## src/rtl/hazard_ctrl_pkg.sv

```systemverilog
// Shared types and constants for the hazard_ctrl pipeline sequencing controller.
package hazard_ctrl_pkg;

   typedef enum logic [1:0] {
      RUN      = 2'd0,
      MEM_WAIT = 2'd1,
      ERROR    = 2'd2
   } hc_state_e;

   localparam int REG_AW_DEF = 5;
   localparam int PERF_CNT_W = 16;

endpackage

```

## src/rtl/hazard_ctrl_if.sv

```systemverilog
// Datapath <-> hazard_ctrl signal bundle; master is the datapath side, slave the controller.
interface hazard_ctrl_if
#(
   parameter int REG_AW = hazard_ctrl_pkg::REG_AW_DEF
);
   logic [REG_AW-1:0] ID_Rs;
   logic [REG_AW-1:0] ID_Rt;
   logic [REG_AW-1:0] EX_Rd;
   logic              ID_UsesRt;
   logic              EX_MemRead;
   logic              M_Branch;
   logic              M_BNE;
   logic              M_ZeroFlag;
   // Memory handshake: M_MemRead/M_MemWrite act as valid and DMemReady as ready;
   // an access completes in the cycle where both are high, otherwise the pipe freezes.
   logic              M_MemRead;
   logic              M_MemWrite;
   logic              DMemReady;

   logic              PCWrite;
   logic              PCSrc;
   logic              IF_ID_Write;
   logic              IF_ID_Flush;
   logic              ID_EX_Bubble;
   logic              EX_MEM_Flush;
   logic              PipeHold;
   logic              MemError;

   modport master (
      output ID_Rs, ID_Rt, EX_Rd, ID_UsesRt, EX_MemRead,
             M_Branch, M_BNE, M_ZeroFlag, M_MemRead, M_MemWrite, DMemReady,
      input  PCWrite, PCSrc, IF_ID_Write, IF_ID_Flush, ID_EX_Bubble,
             EX_MEM_Flush, PipeHold, MemError
   );

   modport slave (
      input  ID_Rs, ID_Rt, EX_Rd, ID_UsesRt, EX_MemRead,
             M_Branch, M_BNE, M_ZeroFlag, M_MemRead, M_MemWrite, DMemReady,
      output PCWrite, PCSrc, IF_ID_Write, IF_ID_Flush, ID_EX_Bubble,
             EX_MEM_Flush, PipeHold, MemError
   );
endinterface

```

## src/rtl/hazard_ctrl_mem_wait_timer.sv

```systemverilog
// Counts MEM_WAIT cycles; timeout flags the cycle whose increment reaches MEM_TIMEOUT.
module mem_wait_timer
#(
   parameter int MEM_TIMEOUT = 16
) (
   input  logic clk,
   input  logic rst,
   input  logic clr,
   input  logic en,
   output logic timeout
);
   localparam int            CW   = $clog2(MEM_TIMEOUT + 1);
   localparam logic [CW-1:0] LAST = CW'(MEM_TIMEOUT - 1);
   localparam logic [CW-1:0] TOP  = CW'(MEM_TIMEOUT);

   logic [CW-1:0] cnt_q, cnt_d;

   // Saturates at MEM_TIMEOUT instead of wrapping.
   always_comb begin
      cnt_d = cnt_q;
      if (clr) begin
         cnt_d = '0;
      end else if (en && cnt_q != TOP) begin
         cnt_d = cnt_q + CW'(1);
      end
   end

   always_ff @(posedge clk) begin
      if (rst) begin
         cnt_q <= '0;
      end else begin
         cnt_q <= cnt_d;
      end
   end

   assign timeout = en && (cnt_q == LAST);
endmodule

```

## src/rtl/hazard_ctrl.sv

```systemverilog
// Pipeline sequencing controller: stalls, flushes and memory freeze for the 5-stage MIPS pipe.
// Optional HAZARD_PERF_CNT_EN adds saturating StallCycles/FlushEvents counters.
module hazard_ctrl
   import hazard_ctrl_pkg::*;
#(
   parameter int REG_AW      = REG_AW_DEF,
   parameter int MEM_TIMEOUT = 16
) (
   input  logic                  Clk,
   input  logic                  Reset,
   hazard_ctrl_if.slave          bus,
`ifdef HAZARD_PERF_CNT_EN
   output logic [PERF_CNT_W-1:0] StallCycles,
   output logic [PERF_CNT_W-1:0] FlushEvents,
`endif
   output hc_state_e             DbgState
);
   logic [REG_AW-1:0] id_rs, id_rt, ex_rd;
   logic branch_taken, load_use, mem_pend;
   logic wait_timeout;
   hc_state_e state_q, state_d;
   logic mem_error_q, mem_error_d;
   logic pc_write, pc_src, if_id_write, if_id_flush, id_ex_bubble, ex_mem_flush, pipe_hold;

   assign id_rs = bus.ID_Rs;
   assign id_rt = bus.ID_Rt;
   assign ex_rd = bus.EX_Rd;

   assign branch_taken = (bus.M_Branch & bus.M_ZeroFlag) | (bus.M_BNE & ~bus.M_ZeroFlag);
   assign load_use     = bus.EX_MemRead & (ex_rd != '0) &
                         ((ex_rd == id_rs) | (bus.ID_UsesRt & (ex_rd == id_rt)));
   assign mem_pend     = (bus.M_MemRead | bus.M_MemWrite) & ~bus.DMemReady;

   mem_wait_timer #(.MEM_TIMEOUT(MEM_TIMEOUT)) u_timer (
      .clk     (Clk),
      .rst     (Reset),
      .clr     (state_q == RUN),
      .en      (state_q == MEM_WAIT),
      .timeout (wait_timeout)
   );

   // Controls act on the same edge as the registers they drive, so they are combinational.
   always_comb begin
      pc_write     = 1'b1;
      pc_src       = 1'b0;
      if_id_write  = 1'b1;
      if_id_flush  = 1'b0;
      id_ex_bubble = 1'b0;
      ex_mem_flush = 1'b0;
      pipe_hold    = 1'b0;
      if (Reset) begin
         pc_write     = 1'b0;
         if_id_write  = 1'b0;
         if_id_flush  = 1'b1;
         id_ex_bubble = 1'b1;
         ex_mem_flush = 1'b1;
      end else if (state_q != RUN || mem_pend) begin
         pc_write    = 1'b0;
         if_id_write = 1'b0;
         pipe_hold   = 1'b1;
      end else if (branch_taken) begin
         // The flushed ID instruction makes any simultaneous load-use moot.
         pc_src       = 1'b1;
         if_id_flush  = 1'b1;
         id_ex_bubble = 1'b1;
         ex_mem_flush = 1'b1;
      end else if (load_use) begin
         pc_write     = 1'b0;
         if_id_write  = 1'b0;
         id_ex_bubble = 1'b1;
      end
   end

   always_comb begin
      state_d = state_q;
      case (state_q)
         RUN:      if (mem_pend) state_d = MEM_WAIT;
         MEM_WAIT: begin
            if (bus.DMemReady)      state_d = RUN;
            else if (wait_timeout)  state_d = ERROR;
         end
         ERROR:    state_d = ERROR;
         default:  state_d = RUN;
      endcase
      mem_error_d = mem_error_q | (state_d == ERROR);
   end

`ifdef HAZARD_PERF_CNT_EN
   logic [PERF_CNT_W-1:0] stall_cycles_q, stall_cycles_d;
   logic [PERF_CNT_W-1:0] flush_events_q, flush_events_d;

   always_comb begin
      stall_cycles_d = stall_cycles_q;
      flush_events_d = flush_events_q;
      if (!pc_write && stall_cycles_q != '1) begin
         stall_cycles_d = stall_cycles_q + PERF_CNT_W'(1);
      end
      if (pc_src && flush_events_q != '1) begin
         flush_events_d = flush_events_q + PERF_CNT_W'(1);
      end
   end

   assign StallCycles = stall_cycles_q;
   assign FlushEvents = flush_events_q;
`endif

   always_ff @(posedge Clk) begin
      if (Reset) begin
         state_q        <= RUN;
         mem_error_q    <= 1'b0;
`ifdef HAZARD_PERF_CNT_EN
         stall_cycles_q <= '0;
         flush_events_q <= '0;
`endif
      end else begin
         state_q        <= state_d;
         mem_error_q    <= mem_error_d;
`ifdef HAZARD_PERF_CNT_EN
         stall_cycles_q <= stall_cycles_d;
         flush_events_q <= flush_events_d;
`endif
      end
   end

   assign bus.PCWrite      = pc_write;
   assign bus.PCSrc        = pc_src;
   assign bus.IF_ID_Write  = if_id_write;
   assign bus.IF_ID_Flush  = if_id_flush;
   assign bus.ID_EX_Bubble = id_ex_bubble;
   assign bus.EX_MEM_Flush = ex_mem_flush;
   assign bus.PipeHold     = pipe_hold;
   assign bus.MemError     = mem_error_q;
   assign DbgState         = state_q;
endmodule

```

## src/flat_wrapper.sv

```systemverilog
// flat-port wrapper written by rule: the top's interface ports become plain ports
module hazard_ctrl_flat import hazard_ctrl_pkg::*;
#(
   parameter int REG_AW      = REG_AW_DEF,
   parameter int MEM_TIMEOUT = 16
)
  (Clk, Reset, DbgState, bus_ID_Rs, bus_ID_Rt, bus_EX_Rd, bus_ID_UsesRt, bus_EX_MemRead, bus_M_Branch, bus_M_BNE, bus_M_ZeroFlag, bus_M_MemRead, bus_M_MemWrite, bus_DMemReady, bus_PCWrite, bus_PCSrc, bus_IF_ID_Write, bus_IF_ID_Flush, bus_ID_EX_Bubble, bus_EX_MEM_Flush, bus_PipeHold, bus_MemError);
  hazard_ctrl_if #(.REG_AW(REG_AW)) bus_i ();
  input  logic Clk;
  input  logic Reset;
  output hc_state_e DbgState;
  input wire logic [$bits(bus_i.ID_Rs)-1:0] bus_ID_Rs;
  input wire logic [$bits(bus_i.ID_Rt)-1:0] bus_ID_Rt;
  input wire logic [$bits(bus_i.EX_Rd)-1:0] bus_EX_Rd;
  input wire logic [$bits(bus_i.ID_UsesRt)-1:0] bus_ID_UsesRt;
  input wire logic [$bits(bus_i.EX_MemRead)-1:0] bus_EX_MemRead;
  input wire logic [$bits(bus_i.M_Branch)-1:0] bus_M_Branch;
  input wire logic [$bits(bus_i.M_BNE)-1:0] bus_M_BNE;
  input wire logic [$bits(bus_i.M_ZeroFlag)-1:0] bus_M_ZeroFlag;
  input wire logic [$bits(bus_i.M_MemRead)-1:0] bus_M_MemRead;
  input wire logic [$bits(bus_i.M_MemWrite)-1:0] bus_M_MemWrite;
  input wire logic [$bits(bus_i.DMemReady)-1:0] bus_DMemReady;
  output wire logic [$bits(bus_i.PCWrite)-1:0] bus_PCWrite;
  output wire logic [$bits(bus_i.PCSrc)-1:0] bus_PCSrc;
  output wire logic [$bits(bus_i.IF_ID_Write)-1:0] bus_IF_ID_Write;
  output wire logic [$bits(bus_i.IF_ID_Flush)-1:0] bus_IF_ID_Flush;
  output wire logic [$bits(bus_i.ID_EX_Bubble)-1:0] bus_ID_EX_Bubble;
  output wire logic [$bits(bus_i.EX_MEM_Flush)-1:0] bus_EX_MEM_Flush;
  output wire logic [$bits(bus_i.PipeHold)-1:0] bus_PipeHold;
  output wire logic [$bits(bus_i.MemError)-1:0] bus_MemError;
  assign bus_i.ID_Rs = bus_ID_Rs;
  assign bus_i.ID_Rt = bus_ID_Rt;
  assign bus_i.EX_Rd = bus_EX_Rd;
  assign bus_i.ID_UsesRt = bus_ID_UsesRt;
  assign bus_i.EX_MemRead = bus_EX_MemRead;
  assign bus_i.M_Branch = bus_M_Branch;
  assign bus_i.M_BNE = bus_M_BNE;
  assign bus_i.M_ZeroFlag = bus_M_ZeroFlag;
  assign bus_i.M_MemRead = bus_M_MemRead;
  assign bus_i.M_MemWrite = bus_M_MemWrite;
  assign bus_i.DMemReady = bus_DMemReady;
  assign bus_PCWrite = bus_i.PCWrite;
  assign bus_PCSrc = bus_i.PCSrc;
  assign bus_IF_ID_Write = bus_i.IF_ID_Write;
  assign bus_IF_ID_Flush = bus_i.IF_ID_Flush;
  assign bus_ID_EX_Bubble = bus_i.ID_EX_Bubble;
  assign bus_EX_MEM_Flush = bus_i.EX_MEM_Flush;
  assign bus_PipeHold = bus_i.PipeHold;
  assign bus_MemError = bus_i.MemError;
  hazard_ctrl #(.REG_AW(REG_AW), .MEM_TIMEOUT(MEM_TIMEOUT)) u_core (.Clk(Clk), .Reset(Reset), .bus(bus_i), .DbgState(DbgState));
endmodule
```

## config.mk

```make
export PLATFORM = sky130hd
export DESIGN_NAME = hazard_ctrl_flat
export DESIGN_NICKNAME = d
export VERILOG_FILES = /design/src/rtl/hazard_ctrl_pkg.sv /design/src/rtl/hazard_ctrl_if.sv /design/src/rtl/hazard_ctrl_mem_wait_timer.sv /design/src/rtl/hazard_ctrl.sv /design/src/flat_wrapper.sv
export SDC_FILE = /design/constraint.sdc
export NUM_CORES = 1
export LEC_CHECK = 0
export CORE_ASPECT_RATIO = 1.25
export CORE_UTILIZATION = 32
export DETAILED_ROUTE_END_ITERATION = 6
export GPL_ROUTABILITY_DRIVEN = 0
export GPL_TIMING_DRIVEN = 0
export PLACE_DENSITY_LB_ADDON = 0.1
export SLEW_MARGIN = 20
export SYNTH_ARGS = -nofsm -noshare
export SYNTH_HDL_FRONTEND = slang
export SYNTH_SLANG_ARGS = --single-unit
```

## constraint.sdc

```tcl
create_clock -name Clk -period 1.4 [get_ports Clk]
set_input_delay 0.21 -clock Clk [delete_from_list [all_inputs] [get_ports Clk]]
set_output_delay 0.21 -clock Clk [all_outputs]
set_load 0.02 [all_outputs]
```

; ---- Yosys cells after proc, flatten, opt, wreduce, memory -nomap -nowiden
; Cells that the tools add are included.
[classes]
addsub = 1
n_bitwise = 12
eq_ne = 7
n_reduce_logical = 7
muxes = 18
[ops]
columns = operator, count
row1 = two-way mux 1 bit, 14
row2 = equality test 5 bit, 2
row3 = bitwise AND 1 bit, 6
row4 = two-way mux 2 bit, 3
row5 = one-hot mux 2 bit (3 select lines), 1
row6 = adder 5 x 1 -> 5 bit (second input constant), 1
row7 = equality test 5 x 4 -> 1 bit (second input constant), 1
row8 = != test 5 bit (second input constant), 1
row9 = nonzero test 5 bit, 1
row10 = equality test 2 bit (second input constant), 2
row11 = bitwise OR 1 bit, 4
row12 = equality test 2 x 1 -> 1 bit (second input constant), 1
row13 = logical AND 1 bit, 2
row14 = logical NOT 2 bit, 1
row15 = inverter 1 bit, 2
row16 = nonzero test 2 bit, 1
row17 = OR reduction 2 bit, 1
row18 = logical OR 1 bit, 1
[word_totals]
in_bits = 25
word_cells = 48
register_bits = 8
out_inout_bits = 10

; ---- Logic depth before layout (Yosys ltp)
; Gate-level depths: netlist of the first run.
[depth]
word_depth = 8
mapped_depth = 7
mapped_depth_nobuf = 7

; ---- By module
; From an unflattened synthesis of the first run, not the netlist that was laid out.
[unflattened]
cells_unflattened = 72
hier_area_um2 = 626.9
[modules_own_cells]
columns = module, seq_area_each_um2, n_inst, cells_each, area_each_um2
row1 = hazard_ctrl, 60.1, 1, 41, 340.3
row2 = mem_wait_timer, 100.1, 1, 31, 286.5

; ---- Least setup slack after synthesis of the first run
; Ideal clock, no wire load.
[synth_path]
kind = reg2out
startpoint = register u_core.state_q[1] (netlist: u_core.DbgState[1])
endpoint = output bus_ID_EX_Bubble
t_arrival_ps = 1540
stages_incl_launch_ff = 5
path_buffers = 0
required_ps = 1190
slack_ps = -350
cell_sequence = dfxtp_1 > nor2_1 > o21ai_0 > and2_1 > o311ai_1
[synth_between]
elab_chain_len = 4
[synth_rtl]
columns = element, line_no
row1 = start: declaration, hazard_ctrl.sv:21  ; hc_state_e state_q, state_d;
row2 = start signal: assignment, hazard_ctrl.sv:116  ; state_q <= state_d;
row3 = nonzero test 2 bit, hazard_ctrl.sv:57  ; end else if (state_q != RUN || mem_pend) begin
row4 = logical OR 1 bit, hazard_ctrl.sv:57
row5 = two-way mux 1 bit, hazard_ctrl.sv:57
row6 = two-way mux 1 bit, hazard_ctrl.sv:51  ; if (Reset) begin
row7 = end: declaration, flat_wrapper.sv:27  ; output wire logic [$bits(bus_i.ID_EX_Bubble)-1:0] bus_ID_EX_Bubble;
; Every way passes these cells.

; ---- Worst setup path after layout of the first run
[layout_path]
startpoint = input bus_ID_Rt[2]
endpoint = output bus_PCWrite
[layout_between]
elab_chain_len = 8
[layout_rtl]
columns = element, line_no
row1 = start: declaration, flat_wrapper.sv:13  ; input wire logic [$bits(bus_i.ID_Rt)-1:0] bus_ID_Rt;
row2 = equality test 5 bit, hazard_ctrl.sv:31  ; ((ex_rd == id_rs) | (bus.ID_UsesRt & (ex_rd == id_rt)));
row3 = bitwise AND 1 bit, hazard_ctrl.sv:31
row4 = bitwise OR 1 bit, hazard_ctrl.sv:31
row5 = bitwise AND 1 bit, hazard_ctrl.sv:30  ; assign load_use = bus.EX_MemRead & (ex_rd != '0) &
row6 = two-way mux 1 bit, hazard_ctrl.sv:67  ; end else if (load_use) begin
row7 = two-way mux 1 bit, hazard_ctrl.sv:61  ; end else if (branch_taken) begin
row8 = two-way mux 1 bit, hazard_ctrl.sv:57
row9 = two-way mux 1 bit, hazard_ctrl.sv:51
row10 = end: declaration, flat_wrapper.sv:23  ; output wire logic [$bits(bus_i.PCWrite)-1:0] bus_PCWrite;
; Every way passes these cells.

==> flow_metrics.tcl, run 1 <==
set metrics [dict create \
    status "complete, but fails checks" \
    failed_checks "setup timing" \
    cell_internal_pwr_uw 453.3 \
    synth_area_per_cell_um2 8.396 \
    fin_area_um2 1110 \
    clk_latency_ps 260 \
    drcViolationCount 0 \
    max_slew_margin_pct 70.65 \
    coreArea_um2 1622 \
    yosys.cell_types.count 31 \
    fmax_ghz 0.6220 \
    finalHoldViolCount 0 \
    crit_arrival_ps 1400 \
    dp_hpwl_um 1163 \
    root_buffer "clkbuf_4" \
    path_cells "buf_6, xor2_1, nor4_2, a32oi_2, o21a_2, buf_6, buf_6" \
    via_per_inst 5.054 \
    critPathLaunchType "primary input" \
    fp.dieH_um 49.57 \
    critPathLaunch "bus_ID_Rt[2]" \
    crit_family "compound AO/OA/AOI/OAI gates" \
    std_cell_rows 16 \
    die-area_um2 1986 \
    clkSlewWorstSetupHoldPaths_ps 60 \
    worstReg2RegEnd "u_core.u_timer.cnt_q[4]" \
    place_area_um2 980.9 \
    numCtsBuffers 3 \
    cap_violations 0 \
    wl_per_cell_um 12.62 \
    drt_iter0_drc 3 \
    dr.pass1.iters 2 \
    grt_setup_unrepaired "true" \
    vias 657 \
    syn-num-nets 97 \
    areaGrowthSynthToFinish_pct 91.58 \
    h-tree-depth 1 \
    grt_max_degree 7 \
    num_io_pins 35 \
    critPathMaxFanout 2 \
    grt_pass1_wl_um 2670 \
    maxSlewViolCount 0 \
    synth_edf_count 0 \
    antenna_left 0 \
    required_ps 1190 \
    irDropWorstVdd_mv 0.4172 \
    synth_top_area_share_pct 27.65 \
    path_class "primary input to primary output" \
    fin_ws_ps -207.8 \
    cts_sinks 8 \
    final_nets 142 \
    fin_tns_setup_ps -659.3 \
    p_per_area_nw_per_um2 582.3 \
    ys_seq_area_share_pct 27.65 \
    finClkSkew_ps 5.287 \
    start_util_pct 35.73 \
    synth_area_leaders "dfxtp_1 (28%), xor2_1 (17%), ha_1 (6.5%)" \
    n_antenna_cell 0 \
    die_w_um 40.06 \
    rrSetupSlack_ps 50 \
    pwr-share-clk_pct 27.9 \
    ys_seq_elements 8 \
    crit_top_cell "buf_6" \
    synth_top_area_cell "dfxtp_1" \
    combPwrFrac_pct 36.2 \
    crit_path_end_kind "primary output" \
    io_buffers 34 \
    p_seq_share_pct 35.8 \
    switching_share_pct 29.84 \
    leakagePower_nw 0.4853 \
    period_share_pct 114.8 \
    crit_slowest_cell "nor4_2" \
    track_usage_pct 19.03 \
    critPathCapture "bus_PCWrite" \
    p_sw_uw 192.8 \
    layout-drive-gt1-share_pct 49.11 \
    synth_most_common_cell "xor2_1" \
    r2r_cells 6 \
    tightest_slew_ps 437.3 \
    synth_area_um2 579.3 \
    async_flop_share_pct 0 \
    slowest_delay_ps 290 \
    cp.depth 7 \
    clock_path_buffers 2 \
    synth-main-ff-cell "dfxtp_1" \
    antenna_found_initial 0 \
    cts_tree "built" \
    hold_path.class "primary input to flop" \
    yosysWarnings 0 \
    synth_common_cells "xor2_1 (11), nor2_1 (9), dfxtp_1 (8)" \
    r2r_start "u_core.u_timer.cnt_q[1]" \
    overflow 0 \
    crit_buf_inv 3 \
    syn-instance-count 69 \
    routed_wl_um 1640 \
    setup_viol 5 \
    fin_crit_ps 1608 \
    grt_pass1_vias 699 \
    holdBufCountCts 0 \
]
-- per-layer routing --
layer | vias to the layer above | global-route usage (%) | wire length (µm)
li1 | 330 | - | -
met1 | 300 | 18.06 | 566
met2 | 23 | 35.48 | 955
met3 | 4 | 6.306 | 96
met4 | 0 | 5.172 | 21
met5 | - | 0 | 0
-- through the flow --
step / std cells / worst slack (ps) / hold slack, ps / total power [mW] / util [%]
floorplan: 69 / -38.15 / 278.9 / 0.3431 / -
global placement: 121 / -1094 / 441.8 / 0.4634 / 60.49
detailed placement: 121 / -1121 / 448.1 / 0.4659 / 60.49
CTS: 129 / -219.2 / 311.8 / 0.6393 / 63.66
global route: 130 / -269.3 / 328.6 / 0.6857 / 68.44
finish: 130 / -207.8 / 319.5 / 0.6462 / 68.44
-- registers in the layout (all words and copies together) (netlist names) --
register and cells:
u_core.bus.MemError 1, u_core.u_timer.cnt_q 5, u_core.DbgState 2
-- worst min-delay path by stage --
stage | from | endpoint | depth (start not counted) | slack (ps)
after floorplan | bus_DMemReady | u_core.DbgState[0] | 1 | 280
after global placement | u_core.bus.MemError | u_core.bus.MemError | 1 | 440
after detailed placement | u_core.bus.MemError | u_core.bus.MemError | 1 | 450
after CTS | bus_DMemReady | u_core.DbgState[0] | 2 | 310
after global routing | bus_DMemReady | u_core.DbgState[0] | 2 | 330
final | bus_DMemReady | u_core.DbgState[0] | 2 | 320
-- kinds of logic after synthesis --
group | count (synthesis) | share of synthesized area [%]
and+or+nand+nor | 25 | 23.76
DFF | 8 | 27.65
xor gates and xnor gates | 13 | 19.65
buffers and inverters | 6 | 5.182
muxes | 1 | 1.728
adders and majority gates | 3 | 6.480
AOI/OAI and AO/OA | 13 | 15.55
-- power by group through the flow --
stage          logic (mW)  clock network (mW)  registers, mW
2_1_floorplan       0.102                   0          0.241
3_3_place_gp        0.223                   0          0.240
3_5_place_dp        0.226                   0          0.240
4_1_cts             0.224               0.184          0.231
5_1_grt             0.253               0.201          0.232
6_report            0.234               0.180          0.232
-- cell usage in the layout, fill, tap and decap left out, drive strengths merged, types with 2 or more instances in the layout --
master,count
nor2,9
inv,4
nor3,2
xor2,11
nor4,2
ha,3
nand2,2
xnor2,2
clkdlybuf4s15,2
o21ai,3
and2,2
buf,22
dfxtp,8
dlygate4sd2,16
clkbuf,3
a21oi,2
clkdlybuf4s50,2
-- area by class of cell --
class | instances | area [µm²]
flip-flops and latches | 8 | 170.2
clock buffers | 3 | 22.52
repair buffers | 40 | 345.3
fillers | 160 | 511.7
well taps | 18 | 22.52
inverters | 4 | 15.01
multi-input cells | 55 | 511.7
plain buffers | 2 | 22.52
-- what timing repair did --
item | CTS | global route
pin swaps | 19 | 3
gates resized for setup | 102 | 19
cloned | 0 | 0
setup endpoints to repair | 11 | 14
buffers inserted | 5 | 1
(Power assumes the default switching activity.)
==> run 2, diff against run 1 <==
Settings changed: GPL_TIMING_DRIVEN 0 to not set, PLACE_DENSITY set to 0.72, PLACE_DENSITY_LB_ADDON 0.1 to not set.
==> run 2 against run 1 <==
  * The run still ends with setup timing left
  * Critical path depth shrank 1
  * Power grew 9.5%
  * Combinational power grew 22%
  * Non-clock buffer count grew 8
  * Design area grew 12%
  * Sequential share of layout area shrank 2.1 points
  * Setup slack lost 34 ps
  * Clock-buffer cell count is the same
  * Global-route usage grew 0.48 points
  * Clock power grew 5%
  * Highest routed layer unchanged
==> flow_metrics.tcl, run 2 (synthesized netlist as in run 1, its figures left out) <==
set metrics [dict create \
    fmax_ghz 0.6090 \
    critPathMaxFanout 2 \
    clock_path_buffers 2 \
    fin_crit_ps 1642 \
    areaGrowthSynthToFinish_pct 114.9 \
    crit_path_end_kind "primary output" \
    std_cell_rows 16 \
    drcViolationCount 0 \
    combPwrFrac_pct 40.3 \
    period_share_pct 117.3 \
    grt_max_degree 8 \
    layout-drive-gt1-share_pct 55.00 \
    irDropWorstVdd_mv 0.3568 \
    holdBufCountCts 0 \
    status "complete, but fails checks" \
    fp.dieH_um 49.57 \
    root_buffer "clkbuf_4" \
    final_util_pct 76.77 \
    switching_share_pct 30.84 \
    numPlacedInstances 134 \
    crit_arrival_ps 1430 \
    tightest_slew_ps 424.1 \
    drt_iter0_drc 2 \
    clkSlewWorstSetupHoldPaths_ps 60 \
    via_per_inst 5.138 \
    leakagePower_nw 0.5568 \
    final_nets 150 \
    critPathLaunchType "primary input" \
    top_register "u_core.u_timer.cnt_q" \
    die-area_um2 1986 \
    finClkSkew_ps 0.3632 \
    wl_per_cell_um 12.88 \
    h-tree-depth 1 \
    overflow 0 \
    numCtsBuffers 3 \
    final_common_cell "buf_6" \
    dp_slack_ps -1123 \
    grt_setup_unrepaired "true" \
    dr.pass1.iters 4 \
    cts_tree "built" \
    antenna_left 0 \
    layout.cells.non_filler 138 \
    start_util_pct 35.73 \
    p_per_area_nw_per_um2 568.1 \
    failed_checks "setup timing" \
    max_slew_margin_pct 71.43 \
    maxSlewViolCount 0 \
    finalHoldViolCount 0 \
    antenna_found_initial 0 \
    setup_viol 6 \
    largest_reg_flops 5 \
    dp_hpwl_um 1300 \
    pwr-share-clk_pct 26.7 \
    required_ps 1190 \
    io_buffers 34 \
    hold_path.class "primary input to flop" \
    p_seq_share_pct 33.0 \
    grt_pass1_vias 726 \
    p_total_uw 707.3 \
    routed_wl_um 1777 \
    path_class "primary input to primary output" \
    coreArea_um2 1622 \
    vias 709 \
    clk_latency_ps 260 \
    num_io_pins 35 \
    fin_ws_ps -242.2 \
    grt_pass1_wl_um 2718 \
    track_usage_pct 19.51 \
    cap_violations 0 \
    layout_common_cells "buf_6 (15), dlygate4sd2_1 (13), buf_4 (13), xor2_1 (9), nor2_1 (7)" \
    die_w_um 40.06 \
    cts_sinks 8 \
    p_sw_uw 218.1 \
    n_antenna_cell 0 \
    cell_internal_pwr_uw 489.2 \
]
[run 2: cell types whose count changed in the layout (fill, tap and decap cells not counted), sizes merged]
| cell | previous run | this run |
|---|---|---|
| clkdlybuf4s15 | 2 | 1 |
| dlymetal6s2s | 0 | 2 |
| clkdlybuf4s50 | 2 | 3 |
| buf | 22 | 31 |
| dlygate4sd2 | 16 | 13 |
[run 2: power groups by stage]
stage	sequential, mW	clock, mW	combinational, mW
after detailed placement	0.238	0	0.251
after CTS	0.233	0.190	0.258
after global routing	0.234	0.201	0.304
final	0.234	0.189	0.285
after floorplan	0.241	0	0.102
after global placement	0.238	0	0.247
[run 2: worst paths after layout]
check,from,to,slack (ps),depth (start not counted)
setup reg to reg,u_core.u_timer.cnt_q[1],u_core.bus.MemError,-10,7
setup / recovery,bus_EX_Rd[4],bus_PCWrite,-240,6
hold / removal,bus_DMemReady,u_core.DbgState[0],380,3
hold reg to reg,u_core.bus.MemError,u_core.bus.MemError,460,1
[run 2: final cells by class]
type,count,area [µm²]
clock buffers,3,22.52
repair buffers,50,460.4
flip-flops and latches,8,165.2
multi-input cells,55,559.3
fillers,120,376.6
inverters,4,15.01
well taps,18,22.52
[run 2: repair_timing]
item,CTS,global route
endpoints found under the setup margin,11,11
setup buffers,2,0
pin swaps,18,15
gates resized for setup,97,35
[run 2: critical path: stages]
cell and delay [ps]:
buf_6 100, buf_6 100, or4_4 560, o211ai_1 180, o21a_2 160, buf_6 120
[run 2: routing by layer]
metal	wire, µm	global-route usage (%)	up-vias
li1	-	-	347
met1	666	19.05	318
met2	891	34.95	39
met3	174	4.505	5
met4	46	9.770	0
met5	0	0	-
[run 2: per-stage QoR]
step	TNS, ps	instance area [µm²]	hold slack (ps)
final	-763.0	1245	376.0
after global routing	-1040	1245	394.0
after global placement	-5637	1075	454.1
after floorplan	-51.83	618.1	278.9
after CTS	-876.5	1119	377.2
after detailed placement	-5738	1075	446.6
==> run 3, diff against run 2 <==
Settings changed: MAX_ROUTING_LAYER set to met4.
==> run 3 against run 2 <==
  * Hold slack improved by 0.91 ps
  * Global-route usage increased by 0.75 points
  * Die area unchanged
  * Largest cell class unchanged
  * The run still ends with setup timing left
  * Critical path depth unchanged
  * Design area unchanged
==> flow_metrics.tcl, run 3 (synthesized netlist as in run 1, its figures left out) <==
set metrics [dict create \
    status "complete, but fails checks" \
    failed_checks "setup timing" \
    coreArea_um2 1622 \
    holdBufCountCts 0 \
    path_cells "buf_6, buf_6, or4_4, o211ai_1, o21a_2, buf_6" \
    final_common_cell "buf_6" \
    grt_pass1_vias 728 \
    track_usage_pct 20.27 \
    tightest_slew_ps 427.3 \
    final_nets 150 \
    irDropWorstVdd_mv 0.3581 \
    period_share_pct 117.3 \
    slowest_delay_ps 560 \
    std_cell_rows 16 \
    numPlacedInstances 134 \
    cap_violations 0 \
    finClkSkew_ps 1.649 \
    numCtsBuffers 3 \
    crit_arrival_ps 1430 \
    final_util_pct 76.77 \
    n_antenna_cell 0 \
    p_per_area_nw_per_um2 568.1 \
    grt_pass1_wl_um 2732 \
    fp.dieH_um 49.57 \
    grt_max_degree 8 \
    maxSlewViolCount 0 \
    wl_per_cell_um 12.88 \
    fin_ws_ps -242.2 \
    clock_path_buffers 2 \
    die-area_um2 1986 \
    critPathMaxFanout 2 \
    crit_slowest_cell "or4_4" \
    crit_top_cell "buf_6" \
    vias 709 \
    fin_area_um2 1245 \
    max_slew_margin_pct 71.21 \
    dr.pass1.iters 4 \
    fill_cells 120 \
    antenna_left 0 \
    crit_family "simple AND/OR/NAND/NOR gates" \
    path_class "primary input to primary output" \
    drt_iter0_drc 2 \
    critPathLaunchType "primary input" \
    io_buffers 34 \
    setup_viol 6 \
    routed_wl_um 1777 \
    regArea_um2 165.2 \
    root_buffer "clkbuf_4" \
    crit_buf_inv 3 \
    dp_slack_ps -1123 \
    clk_latency_ps 260 \
    overflow 0 \
    via_per_inst 5.138 \
    leakagePower_nw 0.5568 \
    place_area_um2 1075 \
    multiInputGateArea_um2 559.3 \
    top_register "u_core.u_timer.cnt_q" \
    start_util_pct 35.73 \
    p_total_uw 707.3 \
    layout-drive-gt1-share_pct 55.00 \
    largest_reg_flops 5 \
    crit_path_end_kind "primary output" \
    antenna_found_initial 0 \
    fmax_ghz 0.6089 \
    fin_crit_ps 1642 \
    fin_tns_setup_ps -761.0 \
    drcViolationCount 0 \
    cts_tree "built" \
    required_ps 1190 \
    clkSlewWorstSetupHoldPaths_ps 60 \
    hold_path.class "primary input to flop" \
    finalHoldViolCount 0 \
    layout.cells.non_filler 138 \
    dp_hpwl_um 1300 \
    grt_setup_unrepaired "true" \
    cts_sinks 8 \
    num_io_pins 35 \
    whs_ps 376.9 \
    h-tree-depth 1 \
    layout_common_cells "buf_6 (15), dlygate4sd2_1 (13), buf_4 (13), xor2_1 (9), nor2_1 (7)" \
    die_w_um 40.06 \
    areaGrowthSynthToFinish_pct 114.9 \
]
[run 3: cell counts in the layout (fill, tap and decap cells not counted)]
No cell type changed its count.
[run 3: final cells by class]
type / instances / area share, %
clock buffers: 3 / 1.809
inverters: 4 / 1.206
multi-input cells: 55 / 44.92
flip-flops and latches: 8 / 13.27
well taps: 18 / 1.809
repair buffers: 50 / 36.99
[run 3: power breakdown]
part	switching, mW	total [mW]	internal, mW
registers	0.00214	0.234	0.231
logic	0.126	0.285	0.159
clock network	0.0897	0.189	0.0988
[run 3: worst min-delay path: cells and delay by family]
| kind | cells | cell delay, ps |
|---|---|---|
| AND/OR/NAND/NOR | 1 | 40 |
| buffers and inverters | 2 | 350 |
[run 3: what timing repair did]
action,4_1_cts,5_1_grt
pin swaps,18,15
setup buffers,2,0
resized for setup,97,35
setup endpoints to repair,11,11
[run 3: final timing paths]
check                     startpoint                   to  slack [ps]  cells past startpoint
min reg2reg      u_core.bus.MemError  u_core.bus.MemError         460                      1
max                     bus_EX_Rd[4]          bus_PCWrite        -240                      6
max reg2reg  u_core.u_timer.cnt_q[1]  u_core.bus.MemError           0                      7
min                    bus_DMemReady   u_core.DbgState[0]         380                      3
[run 3: routing by layer]
metal	part of all wire [%]	vias up	global-route usage, %
li1	-	346	-
met5	0	-	-
met3	8.9	5	4.054
met4	2.5	0	9.770
met2	50	39	34.95
met1	38	319	20.17
